### config.mk
export PLATFORM = sky130hd
export DESIGN_NAME = corevx_lsu_ctrl_flat
export DESIGN_NICKNAME = d
export VERILOG_FILES = /design/src/rtl/corevx_lsu_ctrl_if.sv /design/src/rtl/corevx_lsu_ctrl.sv /design/src/flat_wrapper.sv
export SDC_FILE = /design/constraint.sdc
export NUM_CORES = 1
export LEC_CHECK = 0
export CORE_MARGIN = 5
export CORE_UTILIZATION = 40
export DETAILED_ROUTE_END_ITERATION = 10
export PLACE_DENSITY = 0.79
export SYNTH_ARGS = -nofsm -noshare
export SYNTH_HDL_FRONTEND = slang
export SYNTH_SLANG_ARGS = --single-unit
### constraint.sdc
create_clock -name clk -period 3 [get_ports clk]
set_input_delay 0.6 -clock clk [delete_from_list [all_inputs] [get_ports clk]]
set_output_delay 0.6 -clock clk [all_outputs]
set_load 0.01 [all_outputs]
### src/rtl/corevx_lsu_ctrl_if.sv
// Execute-side request/response and data-cache command bundle for the LSU controller.
// The slave modport is the controller's view; the master modport is the execute/cache side.
interface corevx_lsu_ctrl_if;
  logic        req_valid;
  logic        req_ready;
  logic        req_store;
  logic [31:0] req_address;
  logic [2:0]  req_funct3;
  logic [31:0] req_store_data;
  logic        busy;
  logic        resp_valid;
  logic [31:0] resp_load_data;
  logic        resp_exc;
  logic [3:0]  resp_exc_cause;
  logic        c_reset_done;
  logic [3:0]  c_cmd;
  logic [31:0] c_address;
  logic [2:0]  c_load_type;
  logic [1:0]  c_store_type;
  logic [31:0] c_store_data;
  logic [3:0]  c_response;
  logic [31:0] c_load_data;

  modport slave (
    input  req_valid, req_store, req_address, req_funct3, req_store_data,
    input  c_reset_done, c_response, c_load_data,
    output req_ready, busy, resp_valid, resp_load_data, resp_exc, resp_exc_cause,
    output c_cmd, c_address, c_load_type, c_store_type, c_store_data
  );

  modport master (
    output req_valid, req_store, req_address, req_funct3, req_store_data,
    output c_reset_done, c_response, c_load_data,
    input  req_ready, busy, resp_valid, resp_load_data, resp_exc, resp_exc_cause,
    input  c_cmd, c_address, c_load_type, c_store_type, c_store_data
  );
endinterface

### src/rtl/corevx_lsu_ctrl.sv
// Load/store sequencer: validates one execute request at a time, drives the data-cache
// port until a terminal response, then returns load data or an exception cause.
module corevx_lsu_ctrl #(
  parameter int TIMEOUT     = 1024,
  parameter bit ALIGN_CHECK = 1'b1
) (
  input logic            clk,
  input logic            rst_n,
  corevx_lsu_ctrl_if.slave bus
);

  localparam logic [3:0] CACHE_CMD_NONE              = 4'd0;
  localparam logic [3:0] CACHE_CMD_LOAD              = 4'd1;
  localparam logic [3:0] CACHE_CMD_STORE             = 4'd2;
  localparam logic [3:0] CACHE_RESPONSE_IDLE         = 4'd0;
  localparam logic [3:0] CACHE_RESPONSE_WAIT         = 4'd1;
  localparam logic [3:0] CACHE_RESPONSE_DONE         = 4'd2;
  localparam logic [3:0] CACHE_RESPONSE_MISSALIGNED  = 4'd3;
  localparam logic [3:0] CACHE_RESPONSE_ACCESSFAULT  = 4'd4;
  localparam logic [3:0] CACHE_RESPONSE_PAGEFAULT    = 4'd5;

  localparam logic [3:0] CAUSE_ILLEGAL     = 4'd2;
  localparam logic [3:0] CAUSE_LD_MISALIGN = 4'd4;
  localparam logic [3:0] CAUSE_LD_ACCESS   = 4'd5;
  localparam logic [3:0] CAUSE_ST_MISALIGN = 4'd6;
  localparam logic [3:0] CAUSE_ST_ACCESS   = 4'd7;
  localparam logic [3:0] CAUSE_LD_PAGE     = 4'd13;
  localparam logic [3:0] CAUSE_ST_PAGE     = 4'd15;

  localparam int            CW   = (TIMEOUT > 2) ? $clog2(TIMEOUT) : 1;
  localparam logic [CW-1:0] TMAX = CW'(TIMEOUT - 1);

  typedef enum logic [1:0] {RESETWAIT, IDLE, ACTIVE, RESP} state_t;

  state_t      state, next_state;
  logic        lat_store;
  logic [31:0] lat_address;
  logic [2:0]  lat_funct3;
  logic [31:0] lat_data;
  logic [CW-1:0] cnt;
  logic        exc_q;
  logic [3:0]  cause_q;
  logic [31:0] load_data_q;

  logic        req_illegal;
  logic        req_misaligned;
  logic        enter_resp;
  logic        next_exc;
  logic [3:0]  next_cause;
  logic        capture_load;

  // Request validation is done on the live execute inputs so the error path needs no cache cycle.
  always_comb begin
    req_illegal    = 1'b0;
    req_misaligned = 1'b0;
    if (bus.req_store)
      req_illegal = bus.req_funct3[2] || (bus.req_funct3 == 3'd3);
    else
      req_illegal = (bus.req_funct3 == 3'd3) || (bus.req_funct3 == 3'd6) ||
                    (bus.req_funct3 == 3'd7);
    case (bus.req_funct3[1:0])
      2'b01:   req_misaligned = bus.req_address[0];
      2'b10:   req_misaligned = (bus.req_address[1:0] != 2'b00);
      default: req_misaligned = 1'b0;
    endcase
  end

  always_ff @(posedge clk) begin
    if (!rst_n) state <= RESETWAIT;
    else        state <= next_state;
  end

  always_comb begin
    next_state   = state;
    enter_resp   = 1'b0;
    next_exc     = 1'b0;
    next_cause   = 4'd0;
    capture_load = 1'b0;
    case (state)
      RESETWAIT: begin
        if (bus.c_reset_done) next_state = IDLE;
      end
      IDLE: begin
        if (bus.req_valid) begin
          if (req_illegal) begin
            next_state = RESP;
            enter_resp = 1'b1;
            next_exc   = 1'b1;
            next_cause = CAUSE_ILLEGAL;
          end else if (ALIGN_CHECK && req_misaligned) begin
            next_state = RESP;
            enter_resp = 1'b1;
            next_exc   = 1'b1;
            next_cause = bus.req_store ? CAUSE_ST_MISALIGN : CAUSE_LD_MISALIGN;
          end else begin
            next_state = ACTIVE;
          end
        end
      end
      ACTIVE: begin
        case (bus.c_response)
          CACHE_RESPONSE_DONE: begin
            next_state   = RESP;
            enter_resp   = 1'b1;
            capture_load = !lat_store;
          end
          CACHE_RESPONSE_MISSALIGNED: begin
            next_state = RESP;
            enter_resp = 1'b1;
            next_exc   = 1'b1;
            next_cause = lat_store ? CAUSE_ST_MISALIGN : CAUSE_LD_MISALIGN;
          end
          CACHE_RESPONSE_ACCESSFAULT: begin
            next_state = RESP;
            enter_resp = 1'b1;
            next_exc   = 1'b1;
            next_cause = lat_store ? CAUSE_ST_ACCESS : CAUSE_LD_ACCESS;
          end
          CACHE_RESPONSE_PAGEFAULT: begin
            next_state = RESP;
            enter_resp = 1'b1;
            next_exc   = 1'b1;
            next_cause = lat_store ? CAUSE_ST_PAGE : CAUSE_LD_PAGE;
          end
          default: begin
            // WAIT, IDLE and unknown encodings all count towards the watchdog.
            if (cnt == TMAX) begin
              next_state = RESP;
              enter_resp = 1'b1;
              next_exc   = 1'b1;
              next_cause = lat_store ? CAUSE_ST_ACCESS : CAUSE_LD_ACCESS;
            end
          end
        endcase
      end
      RESP: begin
        next_state = IDLE;
      end
      default: begin
        next_state = RESETWAIT;
      end
    endcase
  end

  always_ff @(posedge clk) begin
    if (!rst_n) begin
      lat_store   <= 1'b0;
      lat_address <= 32'd0;
      lat_funct3  <= 3'd0;
      lat_data    <= 32'd0;
      cnt         <= '0;
      exc_q       <= 1'b0;
      cause_q     <= 4'd0;
      load_data_q <= 32'd0;
    end else begin
      if (state == IDLE && bus.req_valid) begin
        lat_store   <= bus.req_store;
        lat_address <= bus.req_address;
        lat_funct3  <= bus.req_funct3;
        lat_data    <= bus.req_store_data;
      end
      if (state == ACTIVE) cnt <= cnt + 1'b1;
      else                 cnt <= '0;
      if (enter_resp) begin
        exc_q   <= next_exc;
        cause_q <= next_cause;
        if (capture_load) load_data_q <= bus.c_load_data;
      end
    end
  end

  always_comb begin
    bus.req_ready  = (state == IDLE);
    bus.busy       = (state != IDLE);
    bus.resp_valid = (state == RESP);
    bus.c_cmd      = CACHE_CMD_NONE;
    if (state == ACTIVE)
      bus.c_cmd = lat_store ? CACHE_CMD_STORE : CACHE_CMD_LOAD;
  end

  assign bus.c_address      = lat_address;
  assign bus.c_load_type    = lat_funct3;
  assign bus.c_store_type   = lat_funct3[1:0];
  assign bus.c_store_data   = lat_data;
  assign bus.resp_exc       = exc_q;
  assign bus.resp_exc_cause = cause_q;
  assign bus.resp_load_data = load_data_q;

endmodule

### src/flat_wrapper.sv
// flat-port wrapper written by rule: the top's interface ports become plain ports
module corevx_lsu_ctrl_flat 
#(
  parameter int TIMEOUT     = 1024,
  parameter bit ALIGN_CHECK = 1'b1
)
  (clk, rst_n, bus_req_valid, bus_req_store, bus_req_address, bus_req_funct3, bus_req_store_data, bus_c_reset_done, bus_c_response, bus_c_load_data, bus_req_ready, bus_busy, bus_resp_valid, bus_resp_load_data, bus_resp_exc, bus_resp_exc_cause, bus_c_cmd, bus_c_address, bus_c_load_type, bus_c_store_type, bus_c_store_data);
  corevx_lsu_ctrl_if bus_i ();
  input logic clk;
  input logic rst_n;
  input wire logic [$bits(bus_i.req_valid)-1:0] bus_req_valid;
  input wire logic [$bits(bus_i.req_store)-1:0] bus_req_store;
  input wire logic [$bits(bus_i.req_address)-1:0] bus_req_address;
  input wire logic [$bits(bus_i.req_funct3)-1:0] bus_req_funct3;
  input wire logic [$bits(bus_i.req_store_data)-1:0] bus_req_store_data;
  input wire logic [$bits(bus_i.c_reset_done)-1:0] bus_c_reset_done;
  input wire logic [$bits(bus_i.c_response)-1:0] bus_c_response;
  input wire logic [$bits(bus_i.c_load_data)-1:0] bus_c_load_data;
  output wire logic [$bits(bus_i.req_ready)-1:0] bus_req_ready;
  output wire logic [$bits(bus_i.busy)-1:0] bus_busy;
  output wire logic [$bits(bus_i.resp_valid)-1:0] bus_resp_valid;
  output wire logic [$bits(bus_i.resp_load_data)-1:0] bus_resp_load_data;
  output wire logic [$bits(bus_i.resp_exc)-1:0] bus_resp_exc;
  output wire logic [$bits(bus_i.resp_exc_cause)-1:0] bus_resp_exc_cause;
  output wire logic [$bits(bus_i.c_cmd)-1:0] bus_c_cmd;
  output wire logic [$bits(bus_i.c_address)-1:0] bus_c_address;
  output wire logic [$bits(bus_i.c_load_type)-1:0] bus_c_load_type;
  output wire logic [$bits(bus_i.c_store_type)-1:0] bus_c_store_type;
  output wire logic [$bits(bus_i.c_store_data)-1:0] bus_c_store_data;
  assign bus_i.req_valid = bus_req_valid;
  assign bus_i.req_store = bus_req_store;
  assign bus_i.req_address = bus_req_address;
  assign bus_i.req_funct3 = bus_req_funct3;
  assign bus_i.req_store_data = bus_req_store_data;
  assign bus_i.c_reset_done = bus_c_reset_done;
  assign bus_i.c_response = bus_c_response;
  assign bus_i.c_load_data = bus_c_load_data;
  assign bus_req_ready = bus_i.req_ready;
  assign bus_busy = bus_i.busy;
  assign bus_resp_valid = bus_i.resp_valid;
  assign bus_resp_load_data = bus_i.resp_load_data;
  assign bus_resp_exc = bus_i.resp_exc;
  assign bus_resp_exc_cause = bus_i.resp_exc_cause;
  assign bus_c_cmd = bus_i.c_cmd;
  assign bus_c_address = bus_i.c_address;
  assign bus_c_load_type = bus_i.c_load_type;
  assign bus_c_store_type = bus_i.c_store_type;
  assign bus_c_store_data = bus_i.c_store_data;
  corevx_lsu_ctrl #(.TIMEOUT(TIMEOUT), .ALIGN_CHECK(ALIGN_CHECK)) u_core (.clk(clk), .rst_n(rst_n), .bus(bus_i));
endmodule
==> results of run 1 <==
sequential cells by signal (all words and copies together), names as in the netlist:
| name | cells |
|---|---|
| u_core.bus.resp_exc_cause | 4 |
| u_core.cnt | 10 |
| u_core.bus.resp_exc | 1 |
| u_core.bus.c_store_data | 32 |
| u_core.bus.resp_load_data | 32 |
| u_core.lat_store | 1 |
| u_core.state | 2 |
| u_core.bus.c_address | 32 |
| u_core.bus.c_load_type | 3 |
metrics by stage:
step	utilization	worst slack [ns]
floorplan	-	1.08
global placement	0.607	0.445
detailed placement	0.607	0.418
CTS	0.658	0.300
global route	0.658	0.204
finish	0.658	0.326
cells in the mapped netlist, types with 2 or more instances:
master	instances
nand4_1	3
a21boi_0	97
nor2_1	13
nand2_1	211
nand3_1	7
dfxtp_1	117
and3_1	3
o21ai_0	6
clkbuf_1	28
o21a_1	2
inv_1	7
xnor2_1	4
xor2_1	5
and2_1	2
a21oi_1	3
mux2i_1	2
buf_4	7
nand2b_1	3
a21boi_1	3
ha_1	8
worst max-delay path by stage:
stage,start,to,slack [ns],cells past startpoint
2_1_floorplan,bus_req_funct3[0],u_core.bus.resp_exc,1.08,7
3_3_place_gp,bus_req_funct3[0],u_core.bus.resp_exc,0.44,8
3_5_place_dp,bus_req_funct3[0],u_core.bus.resp_exc,0.42,8
4_1_cts,u_core.state[0],bus_c_cmd[0],0.30,5
5_1_grt,u_core.state[0],bus_c_cmd[0],0.20,5
6_report,u_core.state[0],bus_c_cmd[0],0.33,5
cells by family (layout without fill, tap and decap cells):
family                     Yosys count  after routing  synth area share
buffers and inverters               44            264            0.0413
DFF                                117            117             0.502
and+or+nand+nor                    247            247             0.216
xor gates and xnor gates             9              9            0.0169
muxes                                2              2           0.00429
AOI/OAI and AO/OA                  121            121             0.197
adders and majority gates            8              8            0.0214
other                                1              2          0.000804
worst max-delay path, cell delays in order, from the launching register on:
cell             delay, ns
dfxtp_1               0.33
inv_1                 0.09
ha_1                  0.26
inv_1                 0.18
nor2_1                0.21
clkdlybuf4s50_1       0.59
layer usage:
layer,GRT usage,up-vias
met2,0.331,166
met3,0.0831,24
li1,-,2193
met5,0,-
met1,0.217,2028
met4,0.0846,0
cell type report:
class | count | area (µm²)
clock inverter | 2 | 35.0
sequential | 117 | 2340
fill | 931 | 3900
clock buffer | 29 | 551
inverter | 7 | 26.3
tap | 143 | 179
timing repair buffer | 226 | 2240
multi-input combinational | 389 | 2150
cells in the final DEF, fill, tap and decap left out, types with 2 or more instances in the layout:
master / instances
a21boi_0: 97
a21boi_1: 3
a21oi_1: 3
and3_1: 3
buf_4: 8
clkbuf_1: 4
clkbuf_16: 17
clkbuf_8: 8
clkdlybuf4s50_1: 217
conb_1: 2
dfxtp_1: 117
ha_1: 8
inv_1: 7
mux2i_1: 2
nand2_1: 210
nand2b_1: 3
nand3_1: 7
nand4_1: 3
nor2_1: 13
o21a_1: 2
o21ai_0: 6
xnor2_1: 4
xor2_1: 5
where the power goes:
group          internal [mW]  total, mW  switching, mW
registers               1.70       1.79         0.0842
clock network           1.31       1.94          0.635
logic                  0.557       1.13          0.571
total                   3.57       4.86           1.29
==> results.json, run 1 <==
{
  "status": "finished clean",
  "synth.distinct_cells": 38,
  "cts_resized": 0,
  "cts_max_path_buffers": 2,
  "syn_avg_cell_area_um2": 8.50,
  "met1_length_um": 5450,
  "r2r.worst_path.cells": 8,
  "async_flop_share": 0,
  "antenna_cells": 0,
  "whs_ns": 0.456,
  "met2_wirelength_um": 6730,
  "post_cts_buffers": 0,
  "drtPass1Iterations": 5,
  "overflow": 0,
  "cap_violations": 0,
  "finClkSkew_ns": 0.00807,
  "nets": 874,
  "synth_largest_area_cell": "dfxtp_1",
  "vias_per_cell": 4.83,
  "whs_endpoint": "u_core.bus.resp_load_data[19]",
  "coreArea_mm2": 0.0114,
  "area_growth_pct": 61.0,
  "cts_sinks": 117,
  "period_minus_slack_ns": 2.67,
  "grt_max_degree": 64,
  "end_kind": "primary output",
  "critPathArrivalTime_ns": 2.07,
  "ys_warn_count": 0,
  "place_hpwl_um": 10200,
  "cts_buffers": 17,
  "place_area_mm2": 0.00693,
  "holdCritPathClass": "reg2reg",
  "synth_flop_cell": "dfxtp_1",
  "hold_depth": 2,
  "p_per_area_mw_per_mm2": 646,
  "final_area_mm2": 0.00752,
  "fmax_ghz": 0.374,
  "pin_count": 221,
  "grtUsageTotal": 0.197,
  "antenna_found_initial": 0,
  "grt_pass1_wl_um": 22300,
  "p_leak_nw": 2.64,
  "stdcell_count": 913,
  "rsz0062_at_grt": "false",
  "topRoutingLayerUsed": "met4",
  "drt.antenna.violating_nets": 0,
  "place_inst": 882,
  "fp.dieW_um": 118,
  "synth_area_mm2": 0.00467,
  "setup_viol": 0,
  "hold_buffers": 0,
  "io_buffers": 218,
  "tritoncts": "done",
  "cp_max_fo": 6,
  "htreeDepth": 4,
  "drc": 0,
  "ctsRootBufferMaster": "clkbuf_16",
  "finalPower_mw": 4.86,
  "crit_required_ns": 2.40,
  "fp.dieH_um": 118,
  "final_hold_viol_count": 0,
  "row_count": 39,
  "first_iter_violations": 208,
  "rr_endpoint": "u_core.bus.resp_load_data[3]",
  "clock_latency_ns": 0.40,
  "wire_per_inst_um": 15.0,
  "die-area_mm2": 0.0139,
  "synth_area_leaders": "dfxtp_1, nand2_1, a21boi_0, clkbuf_1, ha_1",
  "finalMaxSlewViolations": 0,
  "clk_pin_slew_ns": 0.05,
  "rrSetupSlack_ns": 1.10,
  "max-vdd-ir-drop_v": 0.000526,
  "path_class": "reg2out",
  "seq_area_frac_synth": 0.502,
  "ys_ff_latch": 117,
  "vias": 4411,
  "reg2reg_from": "u_core.state[0]",
  "fin_tns_setup_ns": 0,
  "first_global_vias": 4409,
  "worst_pin_slew_ns": 0.517,
  "gp_congestion": 0.802,
  "initial_core_util": 0.409,
  "synth_top_area_frac": 0.502,
  "min_period_over_period": 0.891,
  "synthCells": 549,
  "wl_met3_um": 1180,
  "max-slew-margin-rel": 0.655,
  "routed_wl_um": 13700,
  "min-delay-start": "u_core.bus.resp_load_data[19]",
  "drive_above_1_share": 0.0610,
  "synth_edf_count": 0,
  "cp-start-kind": "register"
}
Power figures use the tool's default switching activity.
==> inputs of run 2 (changes only) <==
--- a/config.mk
+++ b/config.mk
@@ -7,6 +7,7 @@
 export LEC_CHECK = 0
 export CORE_MARGIN = 5
 export CORE_UTILIZATION = 40
+export CTS_CLUSTER_DIAMETER = 50
 export DETAILED_ROUTE_END_ITERATION = 10
 export PLACE_DENSITY = 0.79
 export SYNTH_ARGS = -nofsm -noshare
==> constraint.sdc (replaced) <==
create_clock -name clk -period 2.9 [get_ports clk]
set_input_delay 0.58 -clock clk [delete_from_list [all_inputs] [get_ports clk]]
set_output_delay 0.58 -clock clk [all_outputs]
set_load 0.01 [all_outputs]
==> results.json, run 2 (same netlist as run 1, synthesis figures left out) <==
{
  "status": "finished clean",
  "pre_cts_ws_ns": 0.326,
  "first_iter_violations": 248,
  "pwr-share-seq": 0.364,
  "nets": 873,
  "worst_pin_slew_ns": 0.532,
  "finalPower_mw": 5.08,
  "vias": 4438,
  "first_global_vias": 4555,
  "coreArea_mm2": 0.0114,
  "stdcell_count": 911,
  "clock_latency_ns": 0.41,
  "drtPass1Iterations": 4,
  "cap_violations": 0,
  "place_area_mm2": 0.00694,
  "wire_per_inst_um": 15.3,
  "io_buffers": 218,
  "routed_wl_um": 13900,
  "intPower_mw": 3.72,
  "hold_depth": 2,
  "end_kind": "primary output",
  "regArea_mm2": 0.00234,
  "final_hold_viol_count": 0,
  "grtUsageTotal": 0.199,
  "clk_pin_slew_ns": 0.05,
  "holdCritPathClass": "reg2reg",
  "p_leak_nw": 2.65,
  "antenna_cells": 0,
  "p_comb_frac": 0.232,
  "row_count": 39,
  "setup_viol": 0,
  "finalMaxSlewViolations": 0,
  "cp-start-kind": "register",
  "cp_max_fo": 6,
  "final_area_mm2": 0.00753,
  "cts_buffers": 17,
  "max-slew-margin-rel": 0.645,
  "ctsRootBufferMaster": "clkbuf_16",
  "critPathArrivalTime_ns": 2.07,
  "cts_sinks": 117,
  "tritoncts": "done",
  "final_cell_mix": "clkdlybuf4s50_1, nand2_1, dfxtp_1",
  "vias_per_cell": 4.87,
  "post_cts_buffers": 0,
  "grt_max_degree": 70,
  "grt_pass1_wl_um": 22500,
  "fp.dieW_um": 118,
  "r2r.worst_path.cells": 7,
  "place_inst": 881,
  "path_class": "reg2out",
  "clkPwrFrac": 0.405,
  "overflow": 0,
  "min_period_over_period": 0.912,
  "rsz0062_at_grt": "false",
  "period_minus_slack_ns": 2.65,
  "cts_max_path_buffers": 2,
  "max-vdd-ir-drop_v": 0.000475,
  "p_per_area_mw_per_mm2": 674,
  "fmax_ghz": 0.378,
  "antenna_found_initial": 0,
  "fp.dieH_um": 118,
  "layout_commonest_cell": "clkdlybuf4s50_1",
  "drt.antenna.violating_nets": 0,
  "hold_buffers": 0,
  "gp_congestion": 0.797,
  "place_hpwl_um": 10300,
  "area_growth_pct": 61.3,
  "switchingPower_mw": 1.36,
  "htreeDepth": 4,
  "drive_above_1_share": 0.0612,
  "pin_count": 221,
  "p_sw_frac": 0.268,
  "fillers": 958,
  "drc": 0,
  "finClkSkew_ns": 0.00745,
  "fin_tns_setup_ns": 0,
  "die-area_mm2": 0.0139,
  "multi_input_area_mm2": 0.00215,
  "setup_slack_ns": 0.255,
  "cts_resized": 0,
  "crit_required_ns": 2.32,
  "initial_core_util": 0.409
}
==> run 2: routing by layer <==
| layer | share of wire | up-vias | global-route usage |
|---|---|---|---|
| met5 | 0 | - | 0 |
| met4 | 0.026 | 0 | 0.0803 |
| met3 | 0.089 | 27 | 0.0937 |
| met2 | 0.50 | 161 | 0.343 |
| met1 | 0.39 | 2057 | 0.208 |
| li1 | - | 2193 | - |
==> run 2: final timing paths <==
check | from | endpoint | slack [ns]
worst max register to register | u_core.state[1] | u_core.bus.resp_load_data[15] | 0.98
worst min register to register | u_core.bus.resp_load_data[24] | u_core.bus.resp_load_data[24] | 0.46
worst max-delay path | u_core.state[0] | bus_c_cmd[0] | 0.25
worst min-delay path | u_core.bus.resp_load_data[24] | u_core.bus.resp_load_data[24] | 0.46
==> run 2: per-stage QoR <==
step	hold WS, ns	utilization
after floorplan	0.430	-
after global placement	0.442	0.607
after detailed placement	0.456	0.607
after CTS	0.463	0.659
after global routing	0.473	0.659
final	0.458	0.659
==> run 2: final cells by class <==
cell class / instances / share of cell area
well taps: 143 / 0.0238
multi-input cells: 389 / 0.285
clock inverters: 2 / 0.00465
flip-flops and latches: 117 / 0.311
repair buffers: 225 / 0.298
clock buffers: 28 / 0.0740
inverters: 7 / 0.00349
==> run 2: power groups by stage <==
| stage | logic (mW) | clock network, mW | registers, mW |
|---|---|---|---|
| final | 1.18 | 2.05 | 1.85 |
| after floorplan | 0.506 | 0 | 1.93 |
| after global routing | 1.29 | 2.18 | 1.86 |
| after global placement | 1.16 | 0 | 1.87 |
| after detailed placement | 1.19 | 0 | 1.88 |
| after CTS | 1.19 | 2.09 | 1.85 |
==> run 2: worst max-delay path, stage by stage, from the launching register on <==
cell and delay [ns]:
dfxtp_1 0.33, inv_1 0.09, ha_1 0.26, inv_1 0.19, nor2_1 0.20, clkdlybuf4s50_1 0.58
==> inputs of run 3 (changes only) <==
--- a/config.mk
+++ b/config.mk
@@ -7,7 +7,7 @@
 export LEC_CHECK = 0
 export CORE_MARGIN = 5
 export CORE_UTILIZATION = 40
-export CTS_CLUSTER_DIAMETER = 50
+export CTS_CLUSTER_DIAMETER = 100
 export DETAILED_ROUTE_END_ITERATION = 10
 export PLACE_DENSITY = 0.79
 export SYNTH_ARGS = -nofsm -noshare
==> results of run 3 <==
Final layout, timing and power as in run 2 (identical DEF).
